<file path="config.mk">
export PLATFORM = sky130hd
export DESIGN_NAME = cache_mem_arbiter
export DESIGN_NICKNAME = d
export VERILOG_FILES = /design/src/rtl/cache_mem_arbiter.sv
export SDC_FILE = /design/constraint.sdc
export NUM_CORES = 1
export LEC_CHECK = 0
export ABC_AREA = 1
export CAP_MARGIN = 20
export CELL_PAD_IN_SITES_DETAIL_PLACEMENT = 0
export CELL_PAD_IN_SITES_GLOBAL_PLACEMENT = 1
export CORE_AREA = 2 2 537 539
export CTS_BUF_LIST = sky130_fd_sc_hd__clkbuf_2
export CTS_CLUSTER_DIAMETER = 80
export DETAILED_ROUTE_END_ITERATION = 8
export DIE_AREA = 0 0 539 541
export GPL_TIMING_DRIVEN = 0
export PLACE_DENSITY_LB_ADDON = 0.1
export SYNTH_ARGS = -nofsm -noshare
export SYNTH_HDL_FRONTEND = slang
export SYNTH_SLANG_ARGS = --single-unit
</file>
<file path="constraint.sdc">
create_clock -name clk -period 1.66 [get_ports clk]
set_input_delay 0.249 -clock clk [delete_from_list [all_inputs] [get_ports clk]]
set_output_delay 0.249 -clock clk [all_outputs]
set_load 0.02 [all_outputs]
</file>
<file path="src/rtl/cache_mem_arbiter.sv">
// Shares one physical-memory line port between the icache and dcache miss/write-back paths.
// Define ARB_ROUND_ROBIN_EN for round-robin arbitration; the default is fixed dcache priority.
module cache_mem_arbiter #(
  parameter int unsigned LINE_W = 256,
  parameter int unsigned ADDR_W = 32
) (
  input  logic              clk,
  input  logic              rst,
  input  logic              i_pmem_read,
  input  logic [ADDR_W-1:0] i_pmem_address,
  output logic [LINE_W-1:0] i_pmem_rdata,
  output logic              i_pmem_resp,
  input  logic              d_pmem_read,
  input  logic              d_pmem_write,
  input  logic [ADDR_W-1:0] d_pmem_address,
  input  logic [LINE_W-1:0] d_pmem_wdata,
  output logic [LINE_W-1:0] d_pmem_rdata,
  output logic              d_pmem_resp,
  output logic              mem_read,
  output logic              mem_write,
  output logic [ADDR_W-1:0] mem_address,
  output logic [LINE_W-1:0] mem_wdata,
  input  logic [LINE_W-1:0] mem_rdata,
  input  logic              mem_resp
);

  typedef enum logic [1:0] {IDLE, SERVE_I, SERVE_D, RELEASE} state_t;

  state_t            state, state_n;
  logic              read_n, write_n;
  logic [ADDR_W-1:0] address_n;
  logic [LINE_W-1:0] wdata_n;
  logic              i_req, d_req, grant_d;

  assign i_req = i_pmem_read;
  assign d_req = d_pmem_read | d_pmem_write;

`ifdef ARB_ROUND_ROBIN_EN
  // last_grant_d = 1 when the dcache won the most recent grant
  logic last_grant_d, last_grant_d_n;

  always_ff @(posedge clk) begin
    if (rst) last_grant_d <= 1'b0;
    else     last_grant_d <= last_grant_d_n;
  end

  assign grant_d = d_req & (~i_req | ~last_grant_d);
`else
  // MEM stage is older than IF, so the dcache wins any conflict
  assign grant_d = d_req;
`endif

  // Data always mirrors memory; resp is the only qualifier and only for the served side
  assign i_pmem_rdata = mem_rdata;
  assign d_pmem_rdata = mem_rdata;
  assign i_pmem_resp  = (state == SERVE_I) & mem_resp;
  assign d_pmem_resp  = (state == SERVE_D) & mem_resp;

  // State and latched command registers (these directly drive the memory port)
  always_ff @(posedge clk) begin
    if (rst) begin
      state       <= IDLE;
      mem_read    <= 1'b0;
      mem_write   <= 1'b0;
      mem_address <= '0;
      mem_wdata   <= '0;
    end else begin
      state       <= state_n;
      mem_read    <= read_n;
      mem_write   <= write_n;
      mem_address <= address_n;
      mem_wdata   <= wdata_n;
    end
  end

  always_comb begin
    state_n   = state;
    read_n    = mem_read;
    write_n   = mem_write;
    address_n = mem_address;
    wdata_n   = mem_wdata;
`ifdef ARB_ROUND_ROBIN_EN
    last_grant_d_n = last_grant_d;
`endif
    case (state)
      IDLE: begin
        if (grant_d) begin
          // A write-back wins over a simultaneous (illegal) read
          state_n   = SERVE_D;
          write_n   = d_pmem_write;
          read_n    = ~d_pmem_write;
          address_n = d_pmem_address;
          wdata_n   = d_pmem_wdata;
`ifdef ARB_ROUND_ROBIN_EN
          last_grant_d_n = 1'b1;
`endif
        end else if (i_req) begin
          state_n   = SERVE_I;
          read_n    = 1'b1;
          write_n   = 1'b0;
          address_n = i_pmem_address;
          wdata_n   = '0;
`ifdef ARB_ROUND_ROBIN_EN
          last_grant_d_n = 1'b0;
`endif
        end
      end
      SERVE_I, SERVE_D: begin
        if (mem_resp) begin
          state_n = RELEASE;
          read_n  = 1'b0;
          write_n = 1'b0;
        end
      end
      RELEASE: state_n = IDLE;
      default: state_n = IDLE;
    endcase
  end

endmodule
</file>
### After elaboration in Yosys (flattened, before gate mapping)

Cells that the tools add are included.

* register bits after elaboration: 292
* latch bits: 0
* bits in writable memories: 0
* ROM bits: 0
* memories: 0

* add/sub/neg operators: 0
* $mul: 0
* div/mod/pow operators: 0
* magnitude comparators: 0
* equal/unequal tests: 5
* shift-type cells: 0
* muxes and demuxes: 15
* bitwise logic cells: 4
* reductions and logical operators: 7

Operator list (number)
* two-way mux 256 bit: 2
* two-way mux 32 bit: 2
* two-way mux 2 bit: 3
* case mux 2 bit (3 select lines): 1
* two-way mux 1 bit: 5
* == test 2 bit (second input constant): 2
* case mux 1 bit (2 select lines): 2
* AND reduction 2 bit: 2
* nonzero test 2 bit: 2
* != test 3 bit (second input constant): 1
* AND reduction 3 bit: 1
* AND 1 bit: 2
* == test 2 x 1 -> 1 bit (second input constant): 1
* logical NOT 2 bit: 1
* != test 2 bit (second input constant): 1
* OR reduction 2 bit: 1
* inverter 1 bit: 1
* bitwise OR 1 bit: 1

### Logic depth before layout (Yosys ltp)

* depth in word-level cells: 4
* gate-level depth with buffers: 9
* depth with buffers taken out: 9

### Worst setup path after synthesis

OpenSTA, ideal clock, no wires.

* kind: reg-to-reg
* from: register state[0]
* to: register mem_address[0]
* library setup time: 113 ps
* arrival: 1209 ps
* setup slack: 338 ps
* cell stages (with the launch flop): 9
* path buffers: 2
* clock period less this slack: 1322 ps
* cell sequence: dfxtp_1 > inv_1 > ha_1 > o21ai_2 > buf_4 > buf_2 > nand2_1 > nand2_1 > nor2_1

* longest elaborated chain between the ends: 2

RTL lines
* start: declaration: line 29 `state_t state, state_n;`
* start signal: assignment: line 68 `state <= state_n;`
* logical NOT 2 bit: line 85 `case (state)`
* AND reduction 2 bit (no source line)
* end signal: assignment: line 71 `mem_address <= address_n;`
* end: declaration: line 21 `output logic [ADDR_W-1:0] mem_address,`

No other way between the ends.
A chain may end at the register's enable or synchronous reset.

### Worst setup path after layout

* from: register state[0]
* to: output port d_pmem_resp

* longest elaborated chain between the ends: 2

RTL lines
* == test 2 bit: line 57 `assign d_pmem_resp = (state == SERVE_D) & mem_resp;`
* AND 1 bit: line 57
* end: declaration: line 18 `output logic d_pmem_resp,`

No other way between the ends.

==> metrics.md <==
| Metric | Value |
|---|---|
| Syn nets | `2,558` |
| DP Area | `30,600 µm²` |
| Slowest CP cell | `dfxtp_4` |
| CTS Root Cell | `clkbuf_2` |
| Net Sw Power | `20,000 µW` |
| Worst EP arrival | `2.14 ns` |
| Worst Hold Path EP | `mem_wdata[2]` |
| Tot GR Track Use | `10.1%` |
| VDD IR max | `0.381 mV` |
| Post-route ant nets | `0` |
| Number of library cell types mapped by synthesis | `15` |
| Top delay family on crit path | `flip-flops` |
| Clock Tree Buf Depth | `3` |
| Total CTS buffers | `111` |
| Initial antenna violation count | `35` |
| Failing checks | `negative setup slack` |
| Final WL | `153 mm` |
| XOR/XNOR share of the synthesized area | `0%` |
| IO Port Bufs | `1,128` |
| Setup-failing EPs final | `569` |
| Hold path startpoint | `rst` |
| Simple-gate share of the synthesized area | `19.7%` |
| Final worst-path setup slack | `-0.731 ns` |
| Top cell type's share of synthesized area | `40.1%` |
| Row count | `197` |
| GPL Wtd Cong | `0.740` |
| Reported leakage power | `0.0172 µW` |
| Unrepaired setup endpoints after global routing | `true` |
| Async set-reset flop share out of synthesis | `0%` |
| Power Internal | `24,600 µW` |
| First-pass DRT Iterations | `4` |
| Slew margin rel. | `36.6%` |
| Worst path bufs/invs | `3` |
| Sw Ratio | `44.8%` |
| Count of pins over their slew limit | `0` |
| CP Cell Sequence | `inv_4, ha_4, nand2_2, inv_2, buf_6` |
| Synthesized area per cell | `7.40 µm²` |
| Grt ovf | `0` |
| Die Y | `541 µm` |
| Post-Syn Area | `14,600 µm²` |
| FF-to-FF Start | `state[0]` |
| Peak fanout along the critical path | `3` |
| Min-delay worst type | `in -> reg` |
| Most frequent cell after synthesis | `nand2_1` |
| Clk slew on worst S/H paths | `0.10 ns` |
| Post-synthesis adder-cell area fraction | `0.257%` |
| Compound-cell area share of the yosys netlist | `8.91%` |
| RR Endpoint | `mem_wdata[178]` |
| Total chip power | `44,600 µW` |
| Setup Slack @ Placement | `-1.40 ns` |
| CTS tree | `done` |
| Fin Hold WS | `0.145 ns` |
| Ports | `1,386` |
| Critical Path Sink Type | `primary output` |
| Largest family of logic cells by synthesized area | `buffers and inverters` |
| Core Region | `286,000 µm²` |
| Worst EP required | `1.41 ns` |
| Sequential power share | `24.1%` |
| Startpoint types | `flop` |
| Worst slew pin tran | `0.951 ns` |
| Die width | `539 µm` |
| Hold Fails Final Rpt | `0` |
| Hold path depth | `4` |
| # nets final | `4,687` |
| Post-route cell area | `42,300 µm²` |
| Synth area leaders | `dfxtp_1, buf_4, nand2_1` |
| Post-synth top cells | `nand2_1, buf_4, dfxtp_1, a21oi_1, nor2_1` |
| Worst-case reg-to-reg path depth | `12` |
| Vias in the first global route | `21,700` |
| Post-Route Skew | `0.274 ns` |
| Critical path's largest stage delay | `0.38 ns` |
| WL per Instance | `19.1 µm` |
| Clk pwr share | `17.0%` |
| Final period util | `144%` |
| H-tree levels | `3` |
| Vias/cell | `2.54` |
| Fin crit period | `2.39 ns` |
| Post-synth EDFFs | `0` |
| Initial core utilization | `5.10%` |
| Skew-Pair Late Insertion Delay | `1.62 ns` |
| Die ar. | `292,000 µm²` |
| Largest area contributor in the netlist | `dfxtp_1` |
| Sequential area share after synthesis | `40.1%` |
| DR iter-0 viols | `443` |
| DRC | `0` |
| Area grow syn2layout | `190%` |
| Multiplexer share of the synthesized area | `0%` |
| Max_cap viols | `0` |
| Largest net degree at the start of global routing | `21` |
| Reg2Reg Setup Slack | `-0.22 ns` |
| Outcome | `finished with violations` |
| Commonest register cell after synthesis | `dfxtp_1` |
| Cell area power density | `1050 nW/µm²` |
| Final setup TNS | `-191.95 ns` |
| DP Wirelength | `129 mm` |
| Yosys warning count | `0` |
| Combinational share of power | `58.9%` |
| Ratio of cells with drive above 1 in the final layout | `35.6%` |
| Yosys reg bits | `292` |
| Mapped Cells | `1,973` |
| Kind of critical path | `reg -> out` |
| Fillers | `32,900` |
| First-pass GRT wire length | `199 mm` |
| CTS Sinks | `292` |
| Vias | `20,200` |
| F_max | `418 MHz` |
[power by group through the flow]
| stage | clock network, µW | logic [µW] | registers (µW) |
|---|---|---|---|
| floorplan | 0 | 7170 | 12000 |
| global placement | 0 | 21200 | 10100 |
| detailed placement | 0 | 20900 | 10100 |
| CTS | 8500 | 24400 | 10800 |
| global route | 8650 | 28600 | 11000 |
| finish | 7560 | 26200 | 10800 |
[routing by layer]
| metal | share of wire [%] | GRT usage, % | up-vias |
|---|---|---|---|
| li1 | - | - | 9940 |
| met1 | 36 | 9.99 | 9189 |
| met5 | 0.12 | 0 | - |
| met4 | 1.9 | 2.64 | 28 |
| met2 | 52 | 18.7 | 913 |
| met3 | 10 | 4.65 | 178 |
[stage by stage]
| step | instances | utilization [%] |
|---|---|---|
| 6_report | 7984 | 14.8 |
| 5_1_grt | 7974 | 14.8 |
| 4_1_cts | 7911 | 14.3 |
| 3_5_place_dp | 6883 | 10.7 |
| 3_3_place_gp | 6882 | 10.7 |
| 2_1_floorplan | 1973 | - |
[cell usage in the layout, fill, tap and decap left out, types with 25 or more instances in the layout]
master / netlist / layout
clkdlybuf4s50_1: 0 / 836
dlygate4sd3_1: 0 / 803
nand2_1: 688 / 674
buf_4: 541 / 588
dfxtp_2: 0 / 263
buf_6: 0 / 255
a21oi_1: 258 / 251
clkbuf_2: 0 / 172
nor2_1: 69 / 42
buf_8: 0 / 41
inv_1: 40 / 36
buf_12: 0 / 31
clkbuf_1: 37 / 31
dfxtp_4: 0 / 29
buf_2: 35 / 25
[worst reg2reg max path: stages (launching register included)]
cell     delay [ns]
dfxtp_4        0.38
inv_4          0.04
buf_4          0.12
buf_6          0.11
ha_4           0.18
o21ai_4        0.08
buf_12         0.15
buf_6          0.11
buf_12         0.15
buf_16         0.17
buf_2          0.31
nand2_1        0.09
a21oi_1        0.13
[layout make-up]
class | count | area (µm²) | share of cell area [%]
repair buffers | 2016 | 20900 | 49.4
flip-flops and latches | 292 | 6280 | 14.8
well taps | 3781 | 4730 | 11.2
plain buffers | 613 | 4670 | 11.0
multi-input cells | 1025 | 4520 | 10.7
clock buffers | 169 | 846 | 2.00
inverters | 43 | 179 | 0.423
clock inverters | 27 | 166 | 0.393
diodes | 18 | 45.0 | 0.106
[sequential cells by signal, summed over array words and instances, names as in the netlist]
signal and count:
mem_wdata 256, mem_read 1, mem_address 32, state 2, mem_write 1
[what timing repair did]
item / in CTS / in global routing
pin swaps: 2 / 32
setup endpoints to repair: 574 / 569
resized for setup: 2371 / 179
endpoints found under the hold margin: 292 / 2
setup buffers: 30 / 46
cloned: 0 / 8
hold buffers: 802 / 2
[worst max path at each step]
stage                               from             end  slack, ns  cells past startpoint
after floorplan                 state[0]  mem_address[0]       0.34                      8
after global routing            state[0]     d_pmem_resp      -1.11                      5
final                           state[0]     d_pmem_resp      -0.73                      5
after detailed placement    d_pmem_write   mem_wdata[16]      -1.40                      9
after CTS                 mem_wdata[175]  mem_wdata[175]      -1.28                      1
after global placement      d_pmem_write   mem_wdata[16]      -1.48                      9
[cell families after synthesis]
family,after synthesis
buf+inv,656
compound gates,259
fa+ha+maj,3
simple gates,763
flops,292
No activity file was read; power rests on OpenSTA's default activity.
